### config.mk
export PLATFORM = sky130hd
export DESIGN_NAME = shift_sequencer
export DESIGN_NICKNAME = d
export VERILOG_FILES = /design/src/rtl/logic_processor_pkg.sv /design/src/rtl/shift_register.sv /design/src/rtl/shift_sequencer.sv
export SDC_FILE = /design/constraint.sdc
export NUM_CORES = 1
export LEC_CHECK = 0
export CELL_PAD_IN_SITES_DETAIL_PLACEMENT = 1
export CELL_PAD_IN_SITES_GLOBAL_PLACEMENT = 2
export CORE_MARGIN = 4
export CORE_UTILIZATION = 28
export CTS_CLUSTER_SIZE = 10
export DETAILED_ROUTE_END_ITERATION = 6
export PLACE_DENSITY = 0.77
export SLEW_MARGIN = 5
export SYNTH_ARGS = -nofsm -noshare
export SYNTH_HDL_FRONTEND = slang
export SYNTH_HIERARCHICAL = 1
export SYNTH_SLANG_ARGS = --single-unit
### constraint.sdc
create_clock -name clk -period 1.45 [get_ports clk]
set_input_delay 0.435 -clock clk [delete_from_list [all_inputs] [get_ports clk]]
set_output_delay 0.435 -clock clk [all_outputs]
set_load 0.02 [all_outputs]
### src/rtl/logic_processor_pkg.sv
// Shared types and defaults for the bit-serial operand sequencer.
package logic_processor_pkg;

  localparam int DEFAULT_WIDTH = 8;

  typedef enum logic [1:0] {
    ST_IDLE  = 2'd0,
    ST_SHIFT = 2'd1,
    ST_HOLD  = 2'd2
  } seq_state_t;

  // Shift counter is sized to hold WIDTH itself so it never wraps mid-operation.
  function automatic int cnt_width(input int width);
    return $clog2(width) + 1;
  endfunction

endpackage

### src/rtl/shift_register.sv
// Operand register: parallel load or serial-in right shift (MSB fed from i_serial_in).
module shift_register
  import logic_processor_pkg::*;
#(
  parameter int WIDTH = DEFAULT_WIDTH
) (
  input  logic             clk,
  input  logic             reset_n,
  input  logic             i_load,
  input  logic             i_shift,
  input  logic [WIDTH-1:0] i_din,
  input  logic             i_serial_in,
  output logic [WIDTH-1:0] o_q
);

  logic [WIDTH-1:0] r_q;

  always_ff @(posedge clk or negedge reset_n) begin
    if (!reset_n) begin
      r_q <= '0;
    end else if (i_load) begin
      r_q <= i_din;
    end else if (i_shift) begin
      r_q <= {i_serial_in, r_q[WIDTH-1:1]};
    end
  end

  assign o_q = r_q;

endmodule

### src/rtl/shift_sequencer.sv
// Runs one WIDTH-step bit-serial operation over registers A and B per execute request.
//
//   state | meaning
//   IDLE  | waiting; legal loads accepted while execute is low
//   SHIFT | shifting A and B right once per cycle, WIDTH times
//   HOLD  | operation finished; done pulses on entry, waits for execute to drop
module shift_sequencer
  import logic_processor_pkg::*;
#(
  parameter int WIDTH = DEFAULT_WIDTH
) (
  input  logic             clk,
  input  logic             reset_n,
  input  logic             execute,
  input  logic             load_a,
  input  logic             load_b,
  input  logic [WIDTH-1:0] din,
  input  logic             a_serial_in,
  input  logic             b_serial_in,
  output logic             a_bit,
  output logic             b_bit,
  output logic [WIDTH-1:0] a_reg,
  output logic [WIDTH-1:0] b_reg,
  output logic             busy,
  output logic             done
);

  localparam int CNT_W = cnt_width(WIDTH);
  localparam logic [CNT_W-1:0] LAST_CNT = CNT_W'(WIDTH - 1);

  seq_state_t       r_state;
  logic [CNT_W-1:0] r_cnt;
  logic             r_busy;
  logic             r_done;

  logic             w_idle_load;
  logic             w_load_a;
  logic             w_load_b;
  logic             w_shift;
  logic [WIDTH-1:0] w_a_q;
  logic [WIDTH-1:0] w_b_q;

  // execute in IDLE wins over any load presented in the same cycle.
  assign w_idle_load = (r_state == ST_IDLE) && !execute;
  assign w_load_a    = w_idle_load && load_a;
  assign w_load_b    = w_idle_load && load_b;
  assign w_shift     = (r_state == ST_SHIFT);

  shift_register #(
    .WIDTH (WIDTH)
  ) u_reg_a (
    .clk         (clk),
    .reset_n     (reset_n),
    .i_load      (w_load_a),
    .i_shift     (w_shift),
    .i_din       (din),
    .i_serial_in (a_serial_in),
    .o_q         (w_a_q)
  );

  shift_register #(
    .WIDTH (WIDTH)
  ) u_reg_b (
    .clk         (clk),
    .reset_n     (reset_n),
    .i_load      (w_load_b),
    .i_shift     (w_shift),
    .i_din       (din),
    .i_serial_in (b_serial_in),
    .o_q         (w_b_q)
  );

  always_ff @(posedge clk or negedge reset_n) begin
    if (!reset_n) begin
      r_state <= ST_IDLE;
      r_cnt   <= '0;
      r_busy  <= 1'b0;
      r_done  <= 1'b0;
    end else begin
      r_done <= 1'b0;
      case (r_state)
        ST_IDLE: begin
          if (execute) begin
            r_state <= ST_SHIFT;
            r_cnt   <= '0;
            r_busy  <= 1'b1;
          end
        end
        ST_SHIFT: begin
          r_cnt <= r_cnt + 1'b1;
          if (r_cnt == LAST_CNT) begin
            r_state <= ST_HOLD;
            r_busy  <= 1'b0;
            r_done  <= 1'b1;
          end
        end
        ST_HOLD: begin
          if (!execute) begin
            r_state <= ST_IDLE;
          end
        end
        default: begin
          r_state <= ST_IDLE;
          r_busy  <= 1'b0;
        end
      endcase
    end
  end

  assign a_reg = w_a_q;
  assign b_reg = w_b_q;
  assign a_bit = w_a_q[0];
  assign b_bit = w_b_q[0];
  assign busy  = r_busy;
  assign done  = r_done;

endmodule
# Word level (Yosys, flattened, before mapping)
# Cells that the tools add are included.
# word_totals
wordCells,40
ff_bits,24
in_bits,15
out_inout_bits,20
# op_classes
mux,15
n_bitwise,1
eq_ne,6
addsub,1
reduce_logical,11
# ops
cell,n
8-bit two-way mux,4
4-bit one-hot mux with 2 select lines,1
2-bit two-way mux,3
2-bit != test (second input constant),3
2-bit one-hot mux with 3 select lines,1
3-bit AND reduction,2
2-bit nonzero test,3
4-bit by 1-bit adder with 4-bit output (second input constant),1
4-bit by 3-bit == test with 1-bit output (second input constant),1
1-bit two-way mux,4
4-bit two-way mux,1
1-bit logical AND,3
1-bit one-hot mux with 3 select lines,1
2-bit by 1-bit == test with 1-bit output (second input constant),1
2-bit == test (second input constant),1
2-bit zero test,1
2-bit AND reduction,1
1-bit zero test,1
1-bit inverter,1

# Longest topological paths before layout
# Gate-level depths: netlist of run 1.
# logic_depth
word_depth,4
ltp_mapped,5
mapped_depth_nobuf,4

# By module
# The synthesis of run 1 kept the hierarchy.
# modules_own_cells
module,area_per_inst_um2,instances,seq_area_each_um2,cells_per_inst
shift_register,372.9,2,200.2,34
shift_sequencer,386.6,1,200.2,36

# Worst setup path before layout of run 1
# No wires, ideal clock.
# synth_path
kind,register to register
startpoint,register r_cnt[0]
endpoint,register r_state[1]
t_required_ps,1332
period_less_slack_ps,1204
setup_time_ps,118
path_stages_with_launch,5
arrival_time_ps,1086
path_buffers,0
slack_ps,246
path_cell_list,dfrtp_1 > ha_1 > and4b_1 > and2b_1 > a21o_1
# synth_between
elab_chain_cells,3
# synth_lines
element,line,source
start: declaration,shift_sequencer.sv:32,logic [CNT_W-1:0] r_cnt;
start signal: assignment,shift_sequencer.sv:90,r_cnt <= r_cnt + 1'b1;
4-bit by 3-bit == test with 1-bit output,shift_sequencer.sv:91,if (r_cnt == LAST_CNT) begin
2-bit != test (no line),-,
3-bit AND reduction (no line),-,
end signal: assignment,shift_sequencer.sv:92,r_state <= ST_HOLD;
end signal: assignment,shift_sequencer.sv:99,r_state <= ST_IDLE;
end signal: assignment,shift_sequencer.sv:103,r_state <= ST_IDLE;
end: declaration,shift_sequencer.sv:31,seq_state_t r_state;
# Every way passes these cells.
# A chain may end at the register's enable or synchronous reset.

# Worst setup path after layout of run 1
# layout_path
startpoint,register u_reg_b.r_q[3] (netlist: u_reg_b/o_q[3])
endpoint,output b_reg[3]
# layout_lines
element,line,source
start: declaration,shift_register.sv:16,logic [WIDTH-1:0] r_q;
start signal: assignment,shift_register.sv:22,r_q <= i_din;
start signal: assignment,shift_register.sv:24,"r_q <= {i_serial_in, r_q[WIDTH-1:1]};"
end: declaration,shift_sequencer.sv:23,"output logic [WIDTH-1:0] b_reg,"
# No word-level cell between the ends.

==> out/qor.yml, run 1 <==
worst_setup_path:
  arrival_ns: 0.98
  crit_path_start_kind: "flop"
  cp_cell_sequence: "dlygate4sd2_1"
  crit_buf_inv: 1
  cpLargestDelayFamily: "flip-flops"
  crit_slowest_cell: "dfrtp_1"
  timing.rr.end: "r_state[1]"
  reg2reg_from: "r_cnt[0]"
  worst_setup_path_end_kind: "output port"
  path_class: "reg2out"
  ff2ff_path_depth: 4
  rrSetupSlack_ns: 0.11
  slowest_delay_ns: 0.39
  required_ns: 1.02
  crit_fanout: 2
logic_synthesis:
  synthFlopType: "dfrtp_1"
  ys_seq_area_frac: 0.5304
  synth_warnings: 6
  syn_inst: 104
  ys_ff_latch: 24
  synthArstFlopShare: 1.000
  synth_area_sq_mm: 0.001132
  synth-edff-count: 0
  avgSynthCellArea_sq_um: 10.89
  synth_cell_type_count: 24
  syn_nets: 120
cells_and_area:
  final-seq-area_sq_um: 601.8
  finish.net_count: 163
  antennaDiodeCount: 0
  most-common-layout-cells: "dfrtp_1, nand2_1, o21ai_1"
  num-fill-cells: 425
  syn_to_final_growth_pct: 45.08
  layout.core_utilization: 0.4356
  final_common_cell: "dfrtp_1"
  drive_gt1_frac: 0.1781
  multiInputGateArea_sq_um: 486.7
clocking:
  numCtsBuffers: 3
  cts-root-buf: "clkbuf_8"
  ctsResizeCount: 22
  cts_tree: "yes"
  cts_max_level: 1
  clockBufferDepth: 2
  postCtsHoldBufs: 0
  clock_latency_ns: 0.27
  post_cts.repair.setup_buffers: 0
  clkTransAtPathRegs_ns: 0.08
  cts_sinks: 24
sta:
  period_minus_slack_ns: 1.417
  final-setup-viol-count: 0
  tightestPinTransition_ns: 0.3014
  rsz0062_at_grt: "true"
  max_freq_ghz: 0.7059
  final-hold-violation-count: 0
  finalCritPeriodShare: 0.9770
  maxSlewHeadroom: 0.7991
  clock_skew_ns: 0.003042
  finalMaxSlewViolations: 0
  fin_tns_setup_ns: 0
floorplan:
  dieArea_sq_mm: 0.005125
  start_util: 0.3003
  ios: 35
  core_sq_mm: 0.003771
  die_w_um: 71.59
  row_count: 22
  die_h_um: 71.59
pwr:
  p_total_mw: 3.524
  ir_drop_v: 0.0006894
  p_leak_nw: 0.7771
  power_density_mw_per_mm2: 2145
outcome:
  status: "complete, no violations"
placement:
  dp_hpwl_um: 2080
  portBuffers: 34
  gp_congestion: 0.7299
route:
  drt-pass1-iter-count: 3
  dr_total_vias: 933
  drt-total-wl_um: 2760
  via_per_inst: 4.809
  wire_per_inst_um: 14.23
  drc: 0
  ant_nets: 0
  drt_iter0_markers: 28
grt:
  grt_use_total: 0.1183
  grt_pass1_vias: 1043
  grt_max_degree: 25
  grt_pass1_wl_um: 4830
  antenna_found_initial: 0
  grt_overflow_total: 0
worst_hold_path:
  hp-class: "in2async"
run:
  max-cap-violations: 0
==> final cells by class <==
type,instances,area share
clock buffers,4,0.03351
inverters,1,0.002285
multi-input cells,73,0.2963
flip-flops and latches,24,0.3663
well taps,48,0.03656
repair buffers,44,0.2650
==> cell families (layout without fill, tap and decap cells) <==
family,after synthesis,count (layout),synth area share
adders and majority gates,1,1,0.01105
AOI/OAI and AO/OA,23,23,0.1182
and+or+nand+nor,32,32,0.1326
muxes,17,17,0.1514
DFF,24,24,0.5304
buffers and inverters,7,49,0.05634
==> report_power, final <==
group	leakage (nW)	total [mW]	switching (mW)	internal, mW
Clock	0.0288	0.453	0.210	0.242
Sequential	0.285	1.26	0.268	0.996
Combinational	0.463	1.81	0.922	0.885
Total	0.777	3.52	1.40	2.12
==> state kept, by name (all words and copies together) (netlist names) <==
name / count
u_reg_a/o_q: 8
done: 1
u_reg_b/o_q: 8
r_cnt: 4
busy: 1
r_state: 2
==> stage by stage <==
stage,instance area (sq um),instances,setup WS [ns],hold slack (ns)
2_1_floorplan,1132,104,0.2455,0.1394
3_3_place_gp,1598,190,-0.1428,0.5169
3_5_place_dp,1598,190,-0.1929,0.5265
4_1_cts,1630,194,0.0009824,0.5118
5_1_grt,1643,194,-0.007096,0.5293
6_report,1643,194,0.03342,0.5146
==> routing by layer <==
| layer | up-vias | routed length (um) | track usage |
|---|---|---|---|
| li1 | 447 | - | - |
| met2 | 24 | 1354 | 0.2000 |
| met3 | 4 | 148 | 0.02805 |
| met5 | - | 0 | 0 |
| met1 | 458 | 1222 | 0.1484 |
| met4 | 0 | 35 | 0.03758 |
==> synth_stat cells, types with 2 or more instances <==
cell type / n / area share
mux2i_1: 16 / 0.14
and2_1: 2 / 0.011
o21ai_1: 16 / 0.071
a22o_1: 2 / 0.015
nor2_1: 3 / 0.0099
dfrtp_1: 24 / 0.53
nand2b_1: 2 / 0.011
buf_4: 2 / 0.013
nand3_1: 2 / 0.0088
nand2_1: 18 / 0.060
buf_6: 4 / 0.040
==> worst max path at each step <==
stage	startpoint	to	slack, ns	depth (start not counted)
after global routing	u_reg_b/o_q[1]	b_reg[1]	-0.007	1
after CTS	u_reg_a/o_q[7]	a_reg[7]	0.001	1
after floorplan	r_cnt[0]	r_state[1]	0.25	4
after global placement	execute	u_reg_a/o_q[3]	-0.14	5
final	u_reg_b/o_q[3]	b_reg[3]	0.03	1
after detailed placement	execute	u_reg_a/o_q[4]	-0.19	6
Note: power is estimated with default switching activity, not from simulation.
==> run 2: changes to the inputs <==
- SLEW_MARGIN: 5 -> default
==> results of run 2 <==
Final layout, timing and power as in run 1 (identical DEF).
==> run 3: changes to the inputs <==
- SLEW_MARGIN: default -> 20
==> results of run 3 <==
Final layout, timing and power as in run 1 (identical DEF).
